`src/rtl/opcode_pkg.sv`:
```
// Op-code constants and legality check shared by the issue queue and the
// downstream opcode decoder.
package opcode_pkg;

  localparam logic [3:0] OP_IDLE    = 4'b0000;
  localparam logic [3:0] OP_WRITE_A = 4'b0001;
  localparam logic [3:0] OP_WRITE_B = 4'b0010;
  localparam logic [3:0] OP_READ_C  = 4'b1011;

  function automatic bit is_legal_op(input logic [3:0] op);
    return (op == OP_WRITE_A) || (op == OP_WRITE_B) || (op == OP_READ_C);
  endfunction

endpackage

```
`src/rtl/sync_fifo.sv`:
```
// Single-clock FIFO with a synchronous flush. Full and empty are derived from
// an occupancy counter so the pointers can simply wrap.
module sync_fifo #(
  parameter int WIDTH = 4,
  parameter int DEPTH = 8
) (
  input  logic                       clk,
  input  logic                       rst_n,
  input  logic                       push,
  input  logic                       pop,
  input  logic                       flush,
  input  logic [WIDTH-1:0]           wdata,
  output logic [WIDTH-1:0]           rdata,
  output logic                       full,
  output logic                       empty,
  output logic [$clog2(DEPTH):0]     level
);

  localparam int PTR_W = $clog2(DEPTH);
  localparam int LVL_W = PTR_W + 1;
  localparam logic [PTR_W-1:0] PTR_ONE  = PTR_W'(1);
  localparam logic [LVL_W-1:0] LVL_ONE  = LVL_W'(1);
  localparam logic [LVL_W-1:0] LVL_FULL = LVL_W'(DEPTH);

  logic [WIDTH-1:0] mem [DEPTH];
  logic [PTR_W-1:0] wr_ptr;
  logic [PTR_W-1:0] rd_ptr;
  logic             do_push;
  logic             do_pop;

  assign full    = (level == LVL_FULL);
  assign empty   = (level == '0);
  assign do_push = push && !full && !flush;
  assign do_pop  = pop && !empty && !flush;
  assign rdata   = mem[rd_ptr];

  // NOTE: storage has no reset; an entry is only read after a push writes it,
  // and leaving the array unreset lets it map onto plain RAM/flops without a
  // reset tree.
  always_ff @(posedge clk) begin
    if (do_push) mem[wr_ptr] <= wdata;
  end

  // NOTE: sequential state uses non-blocking assignments so every register
  // samples pre-edge values regardless of statement order.
  always_ff @(posedge clk or negedge rst_n) begin
    if (!rst_n) begin
      wr_ptr <= '0;
      rd_ptr <= '0;
      level  <= '0;
    end else if (flush) begin
      wr_ptr <= '0;
      rd_ptr <= '0;
      level  <= '0;
    end else begin
      if (do_push) wr_ptr <= wr_ptr + PTR_ONE;
      if (do_pop)  rd_ptr <= rd_ptr + PTR_ONE;
      case ({do_push, do_pop})
        2'b10:   level <= level + LVL_ONE;
        2'b01:   level <= level - LVL_ONE;
        default: level <= level;
      endcase
    end
  end

endmodule

```
`src/rtl/opcode_issue_queue.sv`:
```
// Buffers host op codes, drops illegal ones, and issues at most one legal op
// per clock on a registered op_code/op_valid pair for the decoder.
module opcode_issue_queue
  import opcode_pkg::*;
#(
  parameter int DEPTH = 8,
  parameter int CNT_W = 16
) (
  input  logic                   clk,
  input  logic                   rst_n,
  input  logic                   in_valid,
  output logic                   in_ready,
  input  logic [3:0]             in_op,
  input  logic                   flush,
  input  logic                   stall,
  output logic [3:0]             op_code,
  output logic                   op_valid,
  output logic [$clog2(DEPTH):0] level,
  output logic [7:0]             illegal_cnt,
  output logic [CNT_W-1:0]       issued_cnt
);

  logic       fifo_full;
  logic       fifo_empty;
  logic [3:0] head_op;
  logic       accept;
  logic       in_legal;
  logic       fifo_push;
  logic       issue_fire;
  logic       illegal_hit;

  // A full queue refuses input even if the head is leaving this cycle.
  assign in_ready    = !fifo_full;
  assign in_legal    = is_legal_op(in_op);
  assign accept      = in_valid && in_ready && !flush;
  assign fifo_push   = accept && in_legal;
  assign illegal_hit = accept && !in_legal;
  assign issue_fire  = !stall && !fifo_empty && !flush;

  sync_fifo #(
    .WIDTH (4),
    .DEPTH (DEPTH)
  ) u_fifo (
    .clk   (clk),
    .rst_n (rst_n),
    .push  (fifo_push),
    .pop   (issue_fire),
    .flush (flush),
    .wdata (in_op),
    .rdata (head_op),
    .full  (fifo_full),
    .empty (fifo_empty),
    .level (level)
  );

  // Idle cycles present OP_IDLE so the decoder lands in its default arm.
  always_ff @(posedge clk or negedge rst_n) begin
    if (!rst_n) begin
      op_code  <= OP_IDLE;
      op_valid <= 1'b0;
    end else if (issue_fire) begin
      op_code  <= head_op;
      op_valid <= 1'b1;
    end else begin
      op_code  <= OP_IDLE;
      op_valid <= 1'b0;
    end
  end

  // Counters survive flush; only reset clears them.
  always_ff @(posedge clk or negedge rst_n) begin
    if (!rst_n) begin
      illegal_cnt <= '0;
      issued_cnt  <= '0;
    end else begin
      if (illegal_hit && (illegal_cnt != 8'hFF)) illegal_cnt <= illegal_cnt + 8'd1;
      if (issue_fire) issued_cnt <= issued_cnt + CNT_W'(1);
    end
  end

endmodule

```
`config.mk`:
```
export PLATFORM = sky130hd
export DESIGN_NAME = opcode_issue_queue
export DESIGN_NICKNAME = d
export VERILOG_FILES = /design/src/rtl/opcode_pkg.sv /design/src/rtl/sync_fifo.sv /design/src/rtl/opcode_issue_queue.sv
export SDC_FILE = /design/constraint.sdc
export NUM_CORES = 1
export LEC_CHECK = 0
export ABC_AREA = 1
export ABC_CLOCK_PERIOD_IN_PS = 2000
export BUFFER_PORTS_ARGS = -buffer_cell sky130_fd_sc_hd__buf_2
export CELL_PAD_IN_SITES_DETAIL_PLACEMENT = 1
export CELL_PAD_IN_SITES_GLOBAL_PLACEMENT = 1
export CORE_ASPECT_RATIO = 0.7
export CORE_UTILIZATION = 40
export DETAILED_ROUTE_END_ITERATION = 7
export GPL_TIMING_DRIVEN = 1
export PLACE_DENSITY_LB_ADDON = 0.1
export SYNTH_ARGS = -nofsm -noshare
export SYNTH_HDL_FRONTEND = slang
export SYNTH_SLANG_ARGS = --single-unit
```
`constraint.sdc`:
```
create_clock -name clk -period 2 [get_ports clk]
set_clock_uncertainty 0.15 [all_clocks]
set_input_delay 0.2 -clock clk [delete_from_list [all_inputs] [get_ports clk]]
set_output_delay 0.2 -clock clk [all_outputs]
set_load 0.01 [all_outputs]
```
==> flow_metrics.tcl <==
set metrics [dict create \
    hold_start "in_op[2]" \
    ys_seq_elements 71 \
    synth_area_per_cell_um2 9.63 \
    dr.pass1.iters 6 \
    p_leak_nw 2.03 \
    design_area_um2 4390 \
    crit_family "simple AND/OR/NAND/NOR gates" \
    finalNetCount 453 \
    violations "negative setup slack" \
    via_count 2724 \
    reg2reg_from "u_fifo.level[3]" \
    dp_hpwl_um 6220 \
    first_iter_violations 106 \
    root_buffer "clkbuf_16" \
    grt_pass1_wl_um 13900 \
    num_antenna_cells 0 \
    cp-start-kind "flip-flop" \
    synthesis.nets 376 \
    die_w_um 113 \
    drt.antenna.violating_nets 0 \
    start_util_pct 41.0 \
    p_per_area_nw_per_um2 904 \
    finalWirelength_um 8510 \
    worstPathCellList "inv_2 -> nor2_2 -> a21oi_4 -> nand2_2 -> nand2_4 -> inv_4 -> ha_4 -> a21oi_4 -> nand2_2 -> nand2_2 -> nand2_2 -> inv_1 -> nand3_1 -> nand2_1 -> nand2_1 -> nand2_1" \
    critPathLaunch "u_fifo.level[3]" \
    worstPathMaxFanout 3 \
    cap_viol_max_count 0 \
    worst_slack_ns -0.0654 \
    post-route-drc-count 0 \
    power.total_mw 3.96 \
    synthesis.area_um2 3470 \
    dieArea_um2 9050 \
    n_fill_cell 983 \
    seq_area_frac_synth_pct 55.9 \
    viasPerCell 4.85 \
    min_period_ns 2.07 \
    clockBufferDepth 2 \
    path_clk_slew_ns 0.06 \
    worstPathArrival_ns 2.18 \
    crit_type "flip-flop to flip-flop" \
    tightest_slew_ns 0.605 \
    crit_slowest_cell "dfrtp_1" \
    slew_viol_final 0 \
    placed_cell_area_um2 4000 \
    setup_viol 1 \
    netlist_instances 360 \
    row_count 28 \
    gp_congestion 0.804 \
    dieHeight_um 79.9 \
    clk_latency_ns 0.33 \
    grt_usage_pct 20.4 \
    portBuffers 42 \
    status "finished with violations" \
    worst_setup_path_end_kind "flip-flop" \
    relSlewSlack_pct 59.7 \
    grt_overflow 0 \
    first_global_vias 2704 \
    crit_buf_inv 3 \
    hold_path.class "input port to flip-flop" \
    fin_crit_sh_pct 103 \
    synthToLayoutAreaGrowth_pct 26.6 \
    layout-drive-gt1-share_pct 29.0 \
    synthDistinctLibCells 29 \
    hold_viol 0 \
    max_freq_mhz 484 \
    critical_path_required_ns 2.12 \
    core-area_um2 8440 \
    cts_sinks 71 \
    ios 43 \
    grt_max_degree 27 \
    rsz0062_at_grt "true" \
    tns_ns -0.0654 \
    wl_per_cell_um 15.1 \
    htree_levels 3 \
    cpMostUsedCell "nand2_2" \
    yosysWarnings 0 \
    cpPeakStageDelay_ns 0.40 \
    cts_inserted_buffers 9 \
    cts_tree "yes" \
    vdd_ir_drop_max_v 0.000484 \
    antenna_found_initial 0 \
    whs_ns 0.0725 \
]
## kinds of logic after synthesis
family	count (synthesis)	synth area share (%)
fa+ha+maj	7	2.74
xor+xnor	19	5.02
flops	71	55.9
buf+inv	37	4.55
compound gates	40	7.36
simple gates	186	24.4
## cell type report
type                       count  area, um^2  area share, %
tap                          120         150           3.42
clock inverter                 7        71.3           1.63
multi-input combinational    252        1440           32.8
sequential                    71        1940           44.2
clock buffer                   9         225           5.13
inverter                      30         118           2.68
timing repair buffer          73         445           10.2
## worst register-to-register path, stage by stage (launching register included)
cell,delay (ns)
dfrtp_1,0.40
inv_2,0.08
nor2_2,0.06
a21oi_4,0.16
nand2_2,0.09
nand2_4,0.08
inv_4,0.05
ha_4,0.26
a21oi_4,0.17
nand2_2,0.09
nand2_2,0.07
nand2_2,0.05
inv_1,0.05
nand3_1,0.06
nand2_1,0.07
nand2_1,0.07
nand2_1,0.06
## sequential cells by signal, indices dropped and copies added, names as in the netlist
signal and flops:
op_code 4, u_fifo.mem 32, illegal_cnt 8, u_fifo.level 4, u_fifo.rd_ptr 3, op_valid 1, issued_cnt 16, u_fifo.wr_ptr 3
## worst paths after layout
path / endpoint / slack (ns) / cells past startpoint
max: u_fifo.level[3] / -0.07 / 16
min: u_fifo.mem[3][2] / 0.07 / 2
max reg2reg: u_fifo.level[3] / -0.07 / 16
min reg2reg: issued_cnt[4] / 0.37 / 1
max in group asynchronous: issued_cnt[4] / 0.85 / 3
min in group asynchronous: issued_cnt[12] / 0.27 / 2
## where the power goes
group,switching (mW),total [mW],internal [mW]
logic,0.347,0.577,0.230
clock network,0.621,1.59,0.967
registers,0.156,1.80,1.64
total,1.12,3.96,2.84
## synth_stat cells
cell       n  area, um^2
xnor2_1    6        52.6
xnor2_2    1        16.3
nor2_2     4        25.0
xor2_1    12         105
clkbuf_1   2        7.51
nand4_1    7        43.8
nor2_1    53         199
ha_1       6        75.1
nand2_1   77         289
inv_2      7        26.3
nand2_2    5        31.3
a22o_1     1        8.76
dfrtp_1   39         976
nand2_4    4        45.0
a21oi_4    2        32.5
edfxtp_1  32         961
o21ai_1    5        25.0
buf_6      2        22.5
buf_2      3        15.0
o21ai_0   20         100
o221ai_1   4        35.0
fa_1       1        20.0
nor3_1     5        25.0
nand3_1   27         135
a21boi_4   1        18.8
a21oi_1    7        35.0
nor2_4     3        33.8
inv_1     23        86.3
nor2_8     1        20.0
## layout by cell type, fill, tap and decap left out, drive strengths merged, types with 6 or more instances in the layout
| cell type | instances |
|---|---|
| nand2 | 86 |
| buf | 72 |
| nor2 | 61 |
| dfrtp | 39 |
| edfxtp | 32 |
| inv | 32 |
| nand3 | 27 |
| o21ai | 25 |
| xor2 | 12 |
| clkbuf | 9 |
| a21oi | 9 |
| nand4 | 7 |
| xnor2 | 7 |
| ha | 6 |
## timing repair
| item | 4_1_cts | 5_1_grt |
|---|---|---|
| setup endpoints to repair | 5 | 5 |
| hold buffers | 1 | 0 |
| hold endpoints to repair | 24 | 0 |
| resized for setup | 2 | 8 |
| setup buffers | 2 | 2 |
| pin swaps | 2 | 4 |
## per-layer routing
metal | share of wire [%] | wire length, um | global-route usage, % | up-vias
met2 | 44 | 3760 | 30.7 | 46
met5 | 0 | 0 | 0 | -
met3 | 3.8 | 320 | 5.01 | 7
met1 | 51 | 4380 | 29.4 | 1321
li1 | - | - | - | 1350
met4 | 0.54 | 46 | 4.74 | 0
## per-stage QoR
step,instances,util (%),setup slack (ns)
after floorplan,360,-,-0.0645
after global placement,541,47.4,0.0632
after detailed placement,541,47.4,-0.0362
after CTS,560,51.3,0.00198
after global routing,562,52.0,-0.158
final,562,52.0,-0.0654
(Power assumes the default switching activity.)
